$ cat src/rtl/serial_add_ctrl.sv
// Bit-serial adder controller: one shared 1-bit adder slice is stepped over
// WIDTH cycles, LSB first, to form {cout, sum} = a + b + cin.

// Half-adder cell; the adder slice is built from two of these plus an OR.
module serial_add_half (
  input  logic x,
  input  logic y,
  output logic s,
  output logic c
);
  assign s = x ^ y;
  assign c = x & y;
endmodule

module serial_add_ctrl #(
  parameter  int WIDTH = 8,
  localparam int CW    = $clog2(WIDTH + 1)
) (
  input  logic             clk,
  input  logic             rst,
  input  logic             start,
  input  logic [WIDTH-1:0] a,
  input  logic [WIDTH-1:0] b,
  input  logic             cin,
  output logic             busy,
  output logic             done,
  output logic [WIDTH-1:0] sum,
  output logic             cout
);

  typedef enum logic [1:0] {IDLE = 2'd0, RUN = 2'd1, DONE = 2'd2} state_t;

  state_t           state, state_nxt;
  logic [WIDTH-1:0] op_a, op_b, sum_shift;
  logic [CW-1:0]    cnt;
  logic             carry;
  logic             s0, c0, s1, c1, slice_s, slice_c;
  logic             last_bit;

  // 1-bit full-adder slice: two half adders, carries ORed
  serial_add_half u_ha0 (.x(op_a[0]), .y(op_b[0]), .s(s0), .c(c0));
  serial_add_half u_ha1 (.x(s0),      .y(carry),   .s(s1), .c(c1));
  assign slice_s = s1;
  assign slice_c = c0 | c1;

  // New sum bit enters at the MSB so that after WIDTH shifts bit 0 lands at sum[0]
  generate
    if (WIDTH == 1) begin : g_w1
      assign sum_shift = slice_s;
    end else begin : g_wn
      assign sum_shift = {slice_s, sum[WIDTH-1:1]};
    end
  endgenerate

  assign last_bit = (cnt == CW'(WIDTH - 1));

  // Status comes straight from the state register; no path from start
  assign busy = (state != IDLE);
  assign done = (state == DONE);

  // State register
  always_ff @(posedge clk or posedge rst) begin
    if (rst) state <= IDLE;
    else     state <= state_nxt;
  end

  // Next-state logic; start is only looked at in IDLE
  always_comb begin
    state_nxt = state;
    case (state)
      IDLE:    if (start) state_nxt = RUN;
      RUN:     if (last_bit) state_nxt = DONE;
      DONE:    state_nxt = IDLE;
      default: state_nxt = IDLE;
    endcase
  end

  // Datapath: latch operands on accept, shift one bit per RUN cycle
  always_ff @(posedge clk or posedge rst) begin
    if (rst) begin
      op_a  <= '0;
      op_b  <= '0;
      carry <= 1'b0;
      cnt   <= '0;
      sum   <= '0;
      cout  <= 1'b0;
    end else begin
      case (state)
        IDLE: if (start) begin
          op_a  <= a;
          op_b  <= b;
          carry <= cin;
          cnt   <= '0;
          sum   <= '0;
        end
        RUN: begin
          op_a  <= op_a >> 1;
          op_b  <= op_b >> 1;
          carry <= slice_c;
          cnt   <= cnt + 1'b1;
          sum   <= sum_shift;
          if (last_bit) cout <= slice_c;
        end
        default: ;
      endcase
    end
  end

endmodule

$ cat config.mk
export PLATFORM = sky130hd
export DESIGN_NAME = serial_add_ctrl
export DESIGN_NICKNAME = d
export VERILOG_FILES = /design/src/rtl/serial_add_ctrl.sv
export SDC_FILE = /design/constraint.sdc
export NUM_CORES = 1
export LEC_CHECK = 0
export CORE_MARGIN = 2
export CORE_UTILIZATION = 50
export DETAILED_ROUTE_END_ITERATION = 8
export PLACE_DENSITY = 0.78
export SYNTH_ARGS = -nofsm -noshare
export SYNTH_HDL_FRONTEND = slang
export SYNTH_SLANG_ARGS = --single-unit
$ cat constraint.sdc
create_clock -name clk -period 1.4 [get_ports clk]
set_clock_uncertainty 0.1 [all_clocks]
set_input_delay 0.28 -clock clk [delete_from_list [all_inputs] [get_ports clk]]
set_output_delay 0.28 -clock clk [all_outputs]
set_load 0.01 [all_outputs]
==> flow_metrics.env, run 1 <==
export IMPL_status="finished, violations left"
export IMPL_violations="design-rule violations, negative setup slack"
export IMPL_ios=31
export IMPL_synth_nets=158
export IMPL_hold_ws_ns=0.194
export IMPL_cts_reportedPaths_clkPinSlew_ns=0.11
export IMPL_dp_slack_ns=-0.298
export IMPL_fmax_mhz=636
export IMPL_fin_nets=223
export IMPL_required_ns=1.02
export IMPL_drt_iter0_drc=60
export IMPL_synth_area_leaders="dfrtp_1 53%, a22o_1 5.2%, and3b_1 4.6%"
export IMPL_cts_tree="built"
export IMPL_final_cell_area_um2=2350
export IMPL_rsz0062_at_grt="true"
export IMPL_die_h_um=59.0
export IMPL_drc_errors=2
export IMPL_slew_viol_final=0
export IMPL_tightest_slew_ns=0.337
export IMPL_drive_above_1_share_pct=42.6
export IMPL_grt_pass1_vias=1365
export IMPL_clock_sinks=32
export IMPL_top_usage_layer="met2"
export IMPL_row_count=19
export IMPL_grt_use_met2_pct=47.0
export IMPL_crit_slowest_cell="dfrtp_1"
export IMPL_worstSetupEndpoint="done"
export IMPL_finalWeightedCongestion=0.764
export IMPL_core_area_um2=2810
export IMPL_seq_area_um2=802
export IMPL_fillers=143
export IMPL_synth_area_um2=1510
export IMPL_critPathCaptureType="output port"
export IMPL_reg2reg_depth=5
export IMPL_synth_seq_cells=32
export IMPL_htree_num_levels=2
export IMPL_post_route_util_pct=83.6
export IMPL_cp_arrival_ns=1.19
export IMPL_place_area_um2=1880
export IMPL_gr_usage_all_layers_pct=26.2
export IMPL_io_buffers=30
export IMPL_grt_met1_usage_pct=29.7
export IMPL_grt_use_met3_pct=6.59
export IMPL_multi_input_area_um2=739
export IMPL_peakVddDrop_v=0.00117
export IMPL_routed_wl_um=4650
export IMPL_start_util_pct=53.8
export IMPL_timing_rr_start="state[1]"
export IMPL_cp_max_fo=3
export IMPL_vias=1384
export IMPL_antenna_cells=0
export IMPL_crit_chain="buf_6 -> and2b_1 -> buf_2"
export IMPL_max_stage_delay_ns=0.43
export IMPL_netlist_area_leader_share_pct=53.0
export IMPL_dp_cells=200
export IMPL_die_w_um=59.0
export IMPL_clockBufferDepth=2
export IMPL_avgSynthCellArea_um2=11.1
export IMPL_rrSetupSlack_ns=-0.11
export IMPL_startpoint_type="flip-flop"
export IMPL_max_slew_margin_pct=77.5
export IMPL_numCtsBuffers=5
export IMPL_p_leak_nw=1.14
export IMPL_syn_inst=136
export IMPL_setup_viol=22
export IMPL_drtPass1Iterations=6
export IMPL_final_cell_count_no_fill=233
export IMPL_die_area_um2=3480
export IMPL_yosysSeqAreaShare_pct=53.0
export IMPL_synth_flop_cell="dfrtp_1"
export IMPL_ys_types=31
export IMPL_detail_route_wl_per_cell_um=20.0
export IMPL_crit_type="reg -> out"
export IMPL_p_per_area_nw_per_um2=1830
export IMPL_async_flop_share_pct=100
export IMPL_synth_top_area_cell="dfrtp_1"
export IMPL_post_dp_hpwl_um=2370
export IMPL_yosysWarnings=0
export IMPL_synthToLayoutAreaGrowth_pct=55.3
export IMPL_crit_path_start="state[1]"
export IMPL_hp_class="in -> async"
export IMPL_synth_edf_count=0
export IMPL_finalHoldViolCount=0
export IMPL_cts_root_buf="clkbuf_4"
export IMPL_drtAntennaViolNets=0
export IMPL_cap_violations=0
export IMPL_gr_total_overflow=0
export IMPL_final_setup_worst_slack_ns=-0.173
export IMPL_antenna_found_initial=0
export IMPL_grt_max_degree=33
export IMPL_grt_pass1_wl_um=6630
export IMPL_post_drt_via_cell_ratio=5.94
export IMPL_post_route_min_period_ns=1.57
export IMPL_clk_latency_ns=0.35
export IMPL_r2r_end="sum[0]"
export IMPL_period_share_pct=112
## cell families (layout without fill, tap and decap cells)
| kind of cell | after synthesis | after routing | share of synthesized area [%] |
|---|---|---|---|
| DFF | 32 | 32 | 53.0 |
| adders and majority gates | 2 | 2 | 2.15 |
| and+or+nand+nor | 35 | 35 | 14.5 |
| buffers and inverters | 16 | 82 | 6.79 |
| muxes | 2 | 2 | 1.41 |
| AOI/OAI and AO/OA | 49 | 49 | 22.1 |
## critical path, delay by kind of cell, from the launching register on
family        cells  cell delay [ns]
flops             1             0.43
buf+inv           2             0.27
simple gates      1             0.15
## registers in the layout, summed over array words and instances (netlist names)
signal / flops
op_a: 8
op_b: 8
sum: 8
cnt: 4
state: 2
carry: 1
cout: 1
## per-layer routing
metal  vias to the layer above  part of all wire [%]
met2                        49                    56
li1                        616                     -
met1                       704                    37
met3                        15                   4.0
met5                         -                     0
met4                         0                   2.8
## power by group
| part | internal (mW) | switching (mW) |
|---|---|---|
| Sequential | 1.25 | 0.291 |
| Combinational | 1.19 | 0.993 |
| Clock | 0.239 | 0.335 |
## worst min path at each step
stage	cells after the start	slack, ns	startpoint	endpoint
CTS	3	0.21	rst	sum[2]
detailed placement	2	0.38	op_a[6]	op_a[6]
finish	3	0.19	rst	sum[2]
floorplan	1	0.30	rst	carry
global route	3	0.23	rst	sum[2]
global placement	2	0.37	op_a[2]	op_a[2]
## cell type report
class                   instances  share of cell area, %
clock inverters                 2                  0.427
clock buffers                   6                   2.19
multi-input cells              88                   31.5
well taps                      31                   1.65
flip-flops and latches         32                   34.2
repair buffers                 67                   28.9
inverters                       7                   1.12
## synth_stat cells, types with 2 or more instances
cell type and number:
a22oi_1 6, dfrtp_1 32, a21oi_2 2, and3b_1 8, a21oi_1 10, inv_1 7
o21ai_0 7, buf_4 2, nand2_1 14, o21ai_1 7, a32o_1 2, a22o_1 9
buf_6 4, o22ai_1 3, nor2_1 3, nor2b_1 3, and2b_1 3
## cell usage in the layout (no fill, tap or decap), types with 2 or more instances in the layout
cell and n:
dfrtp_1 31, buf_4 24, clkdlybuf4s50_1 18, a22o_1 9
clkdlybuf4s15_1 9, and3b_1 8, a21oi_1 8, nand2_2 8
o21ai_1 8, o21ai_2 6, inv_1 6, buf_6 6
clkbuf_4 5, a21oi_2 4, nand2_1 4, a22oi_1 3
o22ai_2 3, a22oi_2 3, buf_8 3, buf_12 3
nor2b_4 2, nand2_4 2, nor2b_1 2, a32o_1 2
and2b_1 2, nor2_1 2, clkinv_2 2, buf_2 2
## per-stage QoR
| stage | TNS, ns | total power [mW] |
|---|---|---|
| floorplan | 0 | 2.35 |
| global placement | -6.32 | 2.80 |
| detailed placement | -6.86 | 2.87 |
| CTS | -0.479 | 3.71 |
| global route | -2.70 | 4.49 |
| finish | -1.42 | 4.30 |
## timing repair
action	4_1_cts	5_1_grt
endpoints found under the setup margin	26	41
pin swaps	10	17
gates resized for setup	35	55
gates cloned	1	0
setup buffers	18	7
hold buffers	0	0
(Power assumes the default switching activity.)
==> run 2: changes to the inputs <==
- ABC_AREA: unset -> 1
==> run 2 against run 1 <==
  * The run ends with negative setup slack left
  * Sequential power about the same
  * Wire length decreased by 35%
  * Maximum frequency increased by 6.5%
  * Largest power group unchanged
  * Cell area decreased by 16%
==> flow_metrics.env, run 2 <==
export IMPL_vias=1283
export IMPL_post_drt_via_cell_ratio=5.44
export IMPL_grt_pass1_vias=1256
export IMPL_gr_total_overflow=0
export IMPL_setup_viol=2
export IMPL_drc_errors=0
export IMPL_row_count=19
export IMPL_tightest_slew_ns=0.165
export IMPL_synth_area_leaders="dfrtp_1 54%, nand3_1 18%, nand2_1 6.6%"
export IMPL_post_dp_hpwl_um=2110
export IMPL_grt_use_met2_pct=35.3
export IMPL_p_per_area_nw_per_um2=2010
export IMPL_start_util_pct=53.1
export IMPL_period_share_pct=106
export IMPL_avgSynthCellArea_um2=9.11
export IMPL_grt_pass1_wl_um=5380
export IMPL_ys_types=22
export IMPL_layout_commonest_cell="nand3_1"
export IMPL_async_flop_share_pct=100
export IMPL_core_area_um2=2780
export IMPL_finalHoldViolCount=0
export IMPL_synth_edf_count=0
export IMPL_crit_slowest_cell="dfrtp_2"
export IMPL_numCtsBuffers=5
export IMPL_detail_route_wl_per_cell_um=12.9
export IMPL_crit_path_start="state[0]"
export IMPL_layout_common_cells="54 x nand3_1, 30 x dfrtp_1, 26 x nand2_1, 19 x clkdlybuf4s50_1, 14 x inv_1"
export IMPL_fin_tns_setup_ns=-0.121
export IMPL_synth_nets=184
export IMPL_antenna_found_initial=0
export IMPL_yosysMostFrequentCell="nand3_1"
export IMPL_io_buffers=30
export IMPL_drive_above_1_share_pct=19.5
export IMPL_cts_root_buf="clkbuf_4"
export IMPL_max_stage_delay_ns=0.44
export IMPL_ctsHoldBuffers=0
export IMPL_die_w_um=58.3
export IMPL_drtPass1Iterations=4
export IMPL_largestRegisters="op_a (8), op_b (8), sum (8)"
export IMPL_final_cell_area_um2=1970
export IMPL_rsz0062_at_grt="true"
export IMPL_synth_area_um2=1480
export IMPL_startpoint_type="flip-flop"
export IMPL_cp_arrival_ns=1.10
export IMPL_gr_usage_all_layers_pct=21.5
export IMPL_cap_violations=0
export IMPL_die_h_um=58.3
export IMPL_top_usage_layer="met2"
export IMPL_synth_flop_cell="dfrtp_1"
export IMPL_crit_chain="buf_6 -> nor2_4 -> buf_6"
export IMPL_syn_inst=162
export IMPL_netlist_area_leader_share_pct=54.2
export IMPL_p_leak_nw=0.945
export IMPL_required_ns=1.02
export IMPL_die_area_um2=3400
export IMPL_antenna_cells=0
export IMPL_yosysSeqAreaShare_pct=54.2
export IMPL_synth_top_area_cell="dfrtp_1"
export IMPL_synthToLayoutAreaGrowth_pct=33.1
export IMPL_hp_class="in -> async"
export IMPL_finalWeightedCongestion=0.782
export IMPL_violations="negative setup slack"
export IMPL_post_route_min_period_ns=1.48
export IMPL_final_setup_worst_slack_ns=-0.0776
export IMPL_htree_num_levels=2
export IMPL_cp_num_buf_inv=2
export IMPL_grt_use_met3_pct=7.25
export IMPL_ios=31
export IMPL_fmax_mhz=677
export IMPL_reg2reg_depth=6
export IMPL_cpMostUsedCell="buf_6"
export IMPL_clock_sinks=32
export IMPL_fillers=234
export IMPL_yosysWarnings=0
export IMPL_synth_seq_cells=32
export IMPL_max_slew_margin_pct=88.9
export IMPL_cp_top_family="flip-flops"
export IMPL_place_area_um2=1850
export IMPL_cp_depth=3
export IMPL_cp_max_fo=2
export IMPL_grt_met1_usage_pct=25.6
export IMPL_drtAntennaViolNets=0
export IMPL_routed_wl_um=3040
export IMPL_drt_iter0_drc=37
export IMPL_cts_tree="built"
export IMPL_clk_latency_ns=0.34
export IMPL_clockBufferDepth=2
export IMPL_status="finished, violations left"
export IMPL_fin_nets=226
export IMPL_timing_rr_start="state[1]"
export IMPL_cts_reportedPaths_clkPinSlew_ns=0.10
export IMPL_synth_commonest_cells="54 x nand3_1, 32 x dfrtp_1, 26 x nand2_1"
export IMPL_peakVddDrop_v=0.00152
export IMPL_grt_max_degree=33
export IMPL_dp_slack_ns=-0.103
export IMPL_crit_type="reg -> out"
export IMPL_slew_viol_final=0
export IMPL_critPathCaptureType="output port"
run 2: final timing paths:
path	to	slack, ns
max	done	-0.08
min	state[0]	0.18
max reg2reg	sum[6]	0.08
min reg2reg	op_a[3]	0.41
max in group asynchronous	cnt[0]	0.85
min in group clk	op_b[7]	0.36
run 2: power by group:
group          total [mW]  internal (mW)  switching [mW]  leakage (nW)
Combinational        1.71          0.796           0.910         0.488
Clock               0.684          0.374           0.310        0.0422
Sequential           1.56           1.31           0.250         0.414
run 2: worst reg2reg max path, cell delays in order (launching register included):
cell and delay [ns]:
dfrtp_1 0.43, inv_2 0.09, buf_4 0.13, nand2_2 0.06
buf_12 0.16, nand2_2 0.15, o22ai_1 0.09
run 2: cell families (layout without fill, tap and decap cells):
kind of cell	count (synthesis)	after routing	share of synthesized area, %
and+or+nand+nor	89	89	28.9
DFF	32	32	54.2
buffers and inverters	26	69	9.15
AOI/OAI and AO/OA	12	12	4.91
adders and majority gates	2	2	2.20
xor gates and xnor gates	1	1	0.593
run 2: cell type report:
class,count,area [um^2],area share [%]
Inverter,16,62.6,3.18
Multi-Input combinational cell,104,551,28.0
Clock buffer,6,41.3,2.10
Clock inverter,2,35.0,1.78
Sequential cell,32,803,40.9
Tap cell,31,38.8,1.97
Timing Repair Buffer,45,434,22.1
run 2: per-stage QoR:
| stage | total power, mW | instances | utilization (%) | hold WS [ns] |
|---|---|---|---|---|
| final | 3.95 | 236 | 70.7 | 0.176 |
| after global routing | 4.26 | 236 | 70.7 | 0.196 |
| after CTS | 3.95 | 235 | 70.7 | 0.172 |
| after detailed placement | 3.21 | 222 | 66.4 | 0.386 |
| after global placement | 3.15 | 222 | 66.4 | 0.370 |
| after floorplan | 2.62 | 162 | - | 0.290 |
run 2: per-layer routing:
metal	vias to the layer above	share of wire (%)	routed length, um
met5	-	0	0
met4	0	2.0	60
met3	7	6.7	203
met2	43	47	1430
met1	608	44	1340
li1	625	-	-
run 2: what timing repair did:
action / CTS / global route
endpoints found under the setup margin: 11 / 15
setup buffers: 5 / 1
pin swaps: 1 / 1
resized for setup: 30 / 9
